`src/rtl/valu_elem_sequencer.sv`:
```
// Element sequencer for one vector ALU op (vv or vx form) over vl elements.
// Two-stage pipeline: READ captures element operands from the register file,
// EXEC/WB drives the shared scalar ALU and writes the result back through a
// stallable write port.
module valu_elem_sequencer #(
    parameter int unsigned ELEN  = 32,
    parameter int unsigned VLMAX = 8,
    parameter int unsigned IDX_W = $clog2(VLMAX) + 1
) (
    input  logic             clk,
    input  logic             rst_n,
    input  logic             inValid,
    output logic             inReady,
    input  logic [3:0]       inAluSel,
    input  logic [4:0]       inVd,
    input  logic [4:0]       inVs1,
    input  logic [4:0]       inVs2,
    input  logic [IDX_W-1:0] inVl,
    input  logic             inUseScalar,
    input  logic [ELEN-1:0]  inScalar,
    output logic [4:0]       rdVs1,
    output logic [4:0]       rdVs2,
    output logic [IDX_W-2:0] rdIdx,
    input  logic [ELEN-1:0]  rdData1,
    input  logic [ELEN-1:0]  rdData2,
    output logic [3:0]       aluSel,
    output logic [ELEN-1:0]  aluA,
    output logic [ELEN-1:0]  aluB,
    input  logic [ELEN-1:0]  aluResult,
    output logic             wrEn,
    input  logic             wrReady,
    output logic [4:0]       wrVd,
    output logic [IDX_W-2:0] wrIdx,
    output logic [ELEN-1:0]  wrData,
    output logic             busy,
    output logic             done
);

    typedef enum logic [1:0] {S_IDLE, S_RUN, S_DONE} state_t;

    state_t            state_q, state_d;
    logic [IDX_W-1:0]  vl_q, vl_d;
    logic [4:0]        vd_q, vd_d;
    logic [4:0]        vs1_q, vs1_d;
    logic [4:0]        vs2_q, vs2_d;
    logic              use_scalar_q, use_scalar_d;
    logic [ELEN-1:0]   scalar_q, scalar_d;
    logic [3:0]        alu_sel_q, alu_sel_d;
    logic [IDX_W-2:0]  rd_idx_q, rd_idx_d;
    logic              rd_active_q, rd_active_d;
    logic [IDX_W-2:0]  wr_idx_q, wr_idx_d;
    logic              wr_en_q, wr_en_d;
    logic [ELEN-1:0]   opa_q, opa_d;
    logic [ELEN-1:0]   opb_q, opb_d;

    logic              accept;
    logic              advance;
    logic              last_rd;
    logic              last_wr;
    logic [IDX_W-1:0]  eff_vl;

    // Request handshake, clamped element count and pipeline-advance conditions
    always_comb begin
        eff_vl  = (inVl > IDX_W'(VLMAX)) ? IDX_W'(VLMAX) : inVl;
        accept  = inValid && (state_q == S_IDLE);
        advance = !(wr_en_q && !wrReady);
        last_rd = ({1'b0, rd_idx_q} == (vl_q - IDX_W'(1)));
        last_wr = ({1'b0, wr_idx_q} == (vl_q - IDX_W'(1)));
    end

    // FSM state register
    always_ff @(posedge clk or negedge rst_n) begin
        if (!rst_n) begin
            state_q <= S_IDLE;
        end else begin
            state_q <= state_d;
        end
    end

    // FSM next-state: RUN ends once the final element's write is accepted
    always_comb begin
        state_d = state_q;
        case (state_q)
            S_IDLE: if (accept) state_d = (eff_vl == '0) ? S_DONE : S_RUN;
            S_RUN:  if (wr_en_q && wrReady && last_wr) state_d = S_DONE;
            S_DONE: state_d = S_IDLE;
            default: state_d = S_IDLE;
        endcase
    end

    // FSM outputs decoded from the registered state
    always_comb begin
        inReady = (state_q == S_IDLE);
        busy    = (state_q == S_RUN);
        done    = (state_q == S_DONE);
    end

    // Datapath next values: latch op on accept, step both stages when not stalled
    always_comb begin
        vl_d         = vl_q;
        vd_d         = vd_q;
        vs1_d        = vs1_q;
        vs2_d        = vs2_q;
        use_scalar_d = use_scalar_q;
        scalar_d     = scalar_q;
        alu_sel_d    = alu_sel_q;
        rd_idx_d     = rd_idx_q;
        rd_active_d  = rd_active_q;
        wr_idx_d     = wr_idx_q;
        wr_en_d      = wr_en_q;
        opa_d        = opa_q;
        opb_d        = opb_q;
        if (accept) begin
            vl_d         = eff_vl;
            vd_d         = inVd;
            vs1_d        = inVs1;
            vs2_d        = inVs2;
            use_scalar_d = inUseScalar;
            scalar_d     = inScalar;
            alu_sel_d    = inAluSel;
            rd_idx_d     = '0;
            rd_active_d  = (eff_vl != '0);
            wr_en_d      = 1'b0;
        end else if (state_q == S_RUN && advance) begin
            if (rd_active_q) begin
                opa_d    = rdData1;
                opb_d    = use_scalar_q ? scalar_q : rdData2;
                wr_en_d  = 1'b1;
                wr_idx_d = rd_idx_q;
                // Index parks on the last element rather than wrapping
                if (last_rd) begin
                    rd_active_d = 1'b0;
                end else begin
                    rd_idx_d = rd_idx_q + 1'b1;
                end
            end else begin
                wr_en_d = 1'b0;
            end
        end
    end

    // Datapath registers
    always_ff @(posedge clk or negedge rst_n) begin
        if (!rst_n) begin
            vl_q         <= '0;
            vd_q         <= '0;
            vs1_q        <= '0;
            vs2_q        <= '0;
            use_scalar_q <= 1'b0;
            scalar_q     <= '0;
            alu_sel_q    <= '0;
            rd_idx_q     <= '0;
            rd_active_q  <= 1'b0;
            wr_idx_q     <= '0;
            wr_en_q      <= 1'b0;
            opa_q        <= '0;
            opb_q        <= '0;
        end else begin
            vl_q         <= vl_d;
            vd_q         <= vd_d;
            vs1_q        <= vs1_d;
            vs2_q        <= vs2_d;
            use_scalar_q <= use_scalar_d;
            scalar_q     <= scalar_d;
            alu_sel_q    <= alu_sel_d;
            rd_idx_q     <= rd_idx_d;
            rd_active_q  <= rd_active_d;
            wr_idx_q     <= wr_idx_d;
            wr_en_q      <= wr_en_d;
            opa_q        <= opa_d;
            opb_q        <= opb_d;
        end
    end

    assign rdVs1  = vs1_q;
    assign rdVs2  = vs2_q;
    assign rdIdx  = rd_idx_q;
    assign aluSel = alu_sel_q;
    assign aluA   = opa_q;
    assign aluB   = opb_q;
    assign wrEn   = wr_en_q;
    assign wrVd   = vd_q;
    assign wrIdx  = wr_idx_q;
    assign wrData = aluResult;

endmodule

```
`config.mk`:
```
export PLATFORM = sky130hd
export DESIGN_NAME = valu_elem_sequencer
export DESIGN_NICKNAME = d
export VERILOG_FILES = /design/src/rtl/valu_elem_sequencer.sv
export SDC_FILE = /design/constraint.sdc
export NUM_CORES = 1
export LEC_CHECK = 0
export ABC_AREA = 1
export BUFFER_PORTS_ARGS = -buffer_cell sky130_fd_sc_hd__buf_2
export CORE_AREA = 2 2 126 190
export DETAILED_ROUTE_END_ITERATION = 8
export DIE_AREA = 0 0 128 192
export SLEW_MARGIN = 5
export SYNTH_ARGS = -nofsm -noshare
export SYNTH_HDL_FRONTEND = slang
export SYNTH_SLANG_ARGS = --single-unit
```
`constraint.sdc`:
```
create_clock -name clk -period 2 [get_ports clk]
set_clock_uncertainty 0.1 [all_clocks]
set_input_delay 0.4 -clock clk [delete_from_list [all_inputs] [get_ports clk]]
set_output_delay 0.4 -clock clk [all_outputs]
set_load 0.03 [all_outputs]
```
==> results.cfg, run 1 <==
[logic_synthesis]
netlist.area_leader.share = 0.574
async_reset_ff_frac = 1.00
ys_top_cells_by_area = dfrtp_1 (57%), nand2_1 (19%), o21ai_0 (6.3%), buf_4 (5.0%), inv_1 (3.2%)
synth_warnings = 0
netlist_instances = 668
netlist-cell-type-count = 24
synth.largest_area_cell = dfrtp_1
yosys-top-cells-count = nand2_1 (284), dfrtp_1 (130), o21ai_0 (71)
syn_area_mm2 = 0.00567
postSynthAreaPerCell_um2 = 8.48
ys_ff_latch = 130
ys.flop_type = dfrtp_1
synthMostInstantiatedCell = nand2_1
synth-edff-count = 0
synth_fp_nets = 826
yosysSeqAreaShare = 0.574

[pwr]
p_per_area_mw_per_mm2 = 1850
power_switching_uw = 5960
internal_power_uw = 7790
power.share.combinational = 0.442
seq_power_share = 0.328
vdd_drop_max_mv = 0.624
p_clk_frac = 0.230
swShare = 0.433
leakagePower_uw = 0.00403

[placement]
io_buffers = 216
hpwl_um = 10900
place.gp.congestion = 0.827

[clocking]
cts_tree = done
cts_buffers = 17
cts_root_buffer = clkbuf_16
cts.clk_slew.worst_paths_ps = 50
clk_latency_ps = 410
cts_resized = 0
holdBufCountCts = 1
htree_levels = 4
cts_setup_buffers = 0
cts.sinks = 130
cts_buffer_depth = 2

[worst_setup_path]
crit_type = flip-flop to primary output
slowest_delay_ps = 400
r2r_start = state_q[1]
path_cells = inv_1, nor2_1, buf_2
worst-path-buf-inv = 2
slowest_stage = dfrtp_1
regToRegSetupSlack_ps = 280
cp_top_family = flip-flops
r2r_cells = 7
cp_max_fo = 3
crit_arrival_ps = 1260
required_ps = 1500
critPathLaunchType = flip-flop
r2r-end = rdIdx[2]
endpoint_kind = primary output

[timing]
slew_headroom = 0.728
finalCritPeriodShare = 0.882
drv_slew = 0
holdWs_ps = 81.2
fmax_mhz = 567
finalSetupViolCount = 0
tightest_slew_ps = 408
period_needed_ps = 1760
hold_viol_final = 0
fin_setup_tns_ps = 0
rsz0062_at_grt = false

[job]
maxCapViolations = 0

[floorplan]
initial_core_util = 0.248
fp.dieW_um = 128
coreArea_mm2 = 0.0228
fp.dieArea_mm2 = 0.0246
row_count = 68
chipHeight_um = 192
ioPinCount = 281

[worst_hold_path]
hp-class = input pin to flip-flop
whs_path_depth = 3
holdPathEnd = aluA[6]
min-delay-start = rdData1[6]

[global_route]
grt_pass1_vias = 4783
grt_pass1_wl_um = 24000
globalRoute.totalOverflow = 0
grt_usage = 0.128
antenna_found_initial = 1
grt_max_degree = 61

[cells_and_area]
syn_to_final_growth_pct = 31.2
drive_gt1_frac = 0.302
finish.utilization = 0.326
nets = 1008

[detailed_routing]
drt_pass1_iterations = 4
routed_wl_um = 15100
dr.first_iter.drc_count = 172
vias_per_cell = 4.23
via_count = 4830
drc_errors = 0
drt.antenna.violating_nets = 0
routedWlPerCell_um = 13.2

[status]
status = complete, no violations
==> registers in the layout (all words and copies together) (netlist names) <==
signal / count
scalar_q: 32
aluB: 32
wrVd: 5
aluA: 32
aluSel: 4
rdIdx: 3
rd_active_q: 1
rdVs1: 5
use_scalar_q: 1
rdVs2: 5
wrIdx: 3
vl_q: 4
wrEn: 1
state_q: 2
==> stage by stage <==
stage	power (µW)	instances	setup slack (ps)	instance area (µm²)
after floorplan	8980	668	226	5670
after global placement	10600	1110	345	6830
after detailed placement	10700	1110	281	6830
after CTS	14000	1141	213	7430
after global routing	14900	1142	121	7430
final	13800	1142	235	7430
==> power by group through the flow <==
stage,Sequential (µW),Clock (µW),Combinational [µW]
floorplan,6160,0,2820
global placement,4530,0,6100
detailed placement,4540,0,6200
CTS,4520,3300,6200
global route,4670,3410,6820
finish,4520,3160,6080
==> how the worst max path moves through the flow <==
stage | slack, ps | start | cells past startpoint | endpoint
2_1_floorplan | 230 | state_q[1] | 7 | aluSel[0]
3_3_place_gp | 350 | state_q[1] | 7 | rdIdx[1]
3_5_place_dp | 280 | state_q[1] | 7 | rdIdx[2]
4_1_cts | 210 | state_q[1] | 3 | done
5_1_grt | 120 | state_q[0] | 8 | rdIdx[2]
6_report | 240 | state_q[1] | 3 | done
==> kinds of logic after synthesis <==
kind of cell    share of synthesized area
flops                               0.574
buf+inv                             0.111
simple gates                        0.213
fa+ha+maj                         0.00442
xor+xnor                          0.00155
compound gates                     0.0961
==> layout make-up <==
class	instances	area, µm²
diodes	1	2.50
clock inverters	5	100
repair buffers	228	1250
flip-flops and latches	130	3250
clock buffers	25	495
inverters	51	193
well taps	280	350
fillers	2463	15400
multi-input cells	422	1780
==> worst reg2reg max path: stages, from the launching register on <==
cell,delay (ps)
dfrtp_1,410
nor2_4,170
o21ai_2,90
nor2_2,130
buf_4,380
nand2_1,180
nand3_1,100
nand2_1,60
==> layout by cell type (no fill, tap or decap) <==
cell type and instances:
nand2_1 284, buf_2 215, dfrtp_1 129, o21ai_0 71, inv_1 49, o21ai_1 30
clkbuf_16 17, nand3_1 14, nor2_1 9, buf_12 6, buf_4 5, clkbuf_1 4
clkbuf_8 4, clkinv_2 3, bufinv_16 3, o22ai_1 2, a21oi_1 2, ha_1 2
diode_2 1, nor2_4 1, o21ai_2 1, nor2_2 1, nand2_2 1, inv_2 1
nor3_1 1, nand3b_1 1, xor2_1 1, o211ai_1 1, dlygate4sd3_1 1, buf_6 1
dfrtp_2 1
==> metal layers <==
metal,routed length (µm),global-route usage,vias up
li1,-,-,2403
met1,6020,0.139,2198
met2,7520,0.219,182
met3,978,0.0384,47
met4,545,0.0744,0
met5,0,0,-
(Power assumes the default switching activity.)
==> run 2, diff against run 1 <==
==> constraint.sdc (replaced) <==
create_clock -name clk -period 1.7 [get_ports clk]
set_clock_uncertainty 0.1 [all_clocks]
set_input_delay 0 -clock clk [delete_from_list [all_inputs] [get_ports clk]]
set_output_delay 0 -clock clk [all_outputs]
set_load 0.03 [all_outputs]
==> run 2 against run 1 <==
Effect of this change:
- flip-flop and latch count unchanged
- largest cell class unchanged
- die area stayed put
- clock-buffer cell count down 7
- register-to-register slack lost 120 ps
- combinational power up 28%
- global-route usage is 1.9 points higher
- utilization is 7.0 points higher
- highest routed layer unchanged
- non-clock buffer count grew 156
- sequential share of layout area is 7.7 points lower
- cell count grew 14%
- worst hold slack improved by 130 ps
- first-iteration DRC count down 3.5%
==> results.cfg, run 2 (synthesis results as in run 1) <==
[pwr]
p_per_area_mw_per_mm2 = 1860
internal_power_uw = 9350
power.share.combinational = 0.462
seq_power_share = 0.315
power_switching_uw = 7460
p_clk_frac = 0.223
leakagePower_uw = 0.00469
swShare = 0.444
vdd_drop_max_mv = 0.804

[worst_setup_path]
path_cells = inv_1, ha_1, inv_1, nand2_1, nand2_1, nor2_1, nand3_2, nand2_2, o211ai_1
r2r-end = rd_active_q
crit_type = flip-flop to flip-flop
endpoint_kind = flip-flop
critPathLaunchType = flip-flop
slowest_delay_ps = 340
regToRegSetupSlack_ps = 160
r2r_start = vl_q[1]
slowest_stage = dfrtp_1
r2r_cells = 9
crit_arrival_ps = 1720
cp_max_fo = 4
required_ps = 1890

[clocking]
cts.clk_slew.worst_paths_ps = 60
clk_latency_ps = 420
cts_buffer_depth = 2
cts_tree = done
cts_buffers = 17
cts.sinks = 130
htree_levels = 4
cts_root_buffer = clkbuf_16

[detailed_routing]
dr.first_iter.drc_count = 166
drt_pass1_iterations = 6
vias_per_cell = 4.27
routedWlPerCell_um = 13.6
drc_errors = 0
routed_wl_um = 17700
via_count = 5543
drt.antenna.violating_nets = 0

[timing]
setup_ws_ps = 164
tightest_slew_ps = 465
slew_headroom = 0.690
period_needed_ps = 1540
finalCritPeriodShare = 0.903
fin_setup_tns_ps = 0
hold_viol_final = 0
fmax_mhz = 651
rsz0062_at_grt = false
drv_slew = 0
finalSetupViolCount = 0

[global_route]
grt_pass1_wl_um = 27900
grt_max_degree = 66
grt_pass1_vias = 5694
globalRoute.totalOverflow = 0
grt_usage = 0.147
antenna_found_initial = 0

[floorplan]
ioPinCount = 281
fp.dieW_um = 128
row_count = 68
coreArea_mm2 = 0.0228
initial_core_util = 0.248
chipHeight_um = 192
fp.dieArea_mm2 = 0.0246

[placement]
io_buffers = 216
preCtsSetupSlack_ps = 79.3
place.gp.congestion = 0.795
place_inst = 1111
hpwl_um = 10700

[worst_hold_path]
hp-class = input pin to flip-flop
min-delay-start = rdData1[15]
holdPathEnd = aluA[15]
whs_path_depth = 4

[cells_and_area]
layout.cells.non_filler = 1299
mostFrequentLayoutCell = nand2_1
finish.utilization = 0.396
drive_gt1_frac = 0.266
mostFrequentLayoutCells = nand2_1 (283), buf_2 (215), dlygate4sd3_1 (156)
num_antenna_cells = 0
syn_to_final_growth_pct = 59.2
nets = 1164

[job]
maxCapViolations = 0

[status]
status = complete, no violations
-- run 2: final cells by class --
class                           count  area [µm²]
Clock buffer                       18         439
Clock inverter                     14         163
Fill cell                        2229       13800
Inverter                           51         193
Multi-Input combinational cell    422        1800
Sequential cell                   130        3250
Tap cell                          280         350
Timing Repair Buffer              384        2820
-- run 2: critical path: cells and delay by family (launching register included) --
| kind | cells | cell delay [ps] |
|---|---|---|
| flip-flops | 1 | 340 |
| AND/OR/NAND/NOR | 5 | 450 |
| buffers and inverters | 2 | 120 |
| adder cells (fa/ha/maj) | 1 | 310 |
| AO/OA/AOI/OAI | 1 | 80 |
-- run 2: timing repair --
item	4_1_cts	5_1_grt
gates resized for setup	0	5
hold endpoints to repair	286	0
setup endpoints to repair	0	46
buffers inserted	0	0
hold buffers	156	0
-- run 2: layer usage --
| layer | track usage | routed length (µm) |
|---|---|---|
| met1 | 0.155 | 7020 |
| met2 | 0.268 | 9040 |
| met3 | 0.0404 | 1130 |
| met4 | 0.0702 | 520 |
| met5 | 0 | 0 |
-- run 2: how the worst max path moves through the flow --
stage	end	slack [ps]	start
after floorplan	aluSel[0]	130	state_q[1]
after global placement	aluB[28]	110	state_q[1]
after detailed placement	aluB[28]	80	state_q[1]
after CTS	aluB[28]	80	state_q[1]
after global routing	rdIdx[0]	20	vl_q[0]
final	rd_active_q	160	vl_q[1]
-- run 2: stage by stage --
stage | area (µm²) | hold WS [ps] | power [µW]
6_report | 9020 | 211 | 16800
5_1_grt | 9020 | 205 | 18100
4_1_cts | 9000 | 176 | 16900
3_5_place_dp | 6840 | -129 | 12700
3_3_place_gp | 6840 | -124 | 12500
2_1_floorplan | 5670 | -396 | 10600
-- run 2: power groups by stage --
stage | Clock [µW] | Sequential, µW | Combinational [µW]
floorplan | 0 | 7250 | 3320
finish | 3750 | 5300 | 7760
global placement | 0 | 5310 | 7230
CTS | 3900 | 5300 | 7730
detailed placement | 0 | 5310 | 7370
global route | 4040 | 5470 | 8620
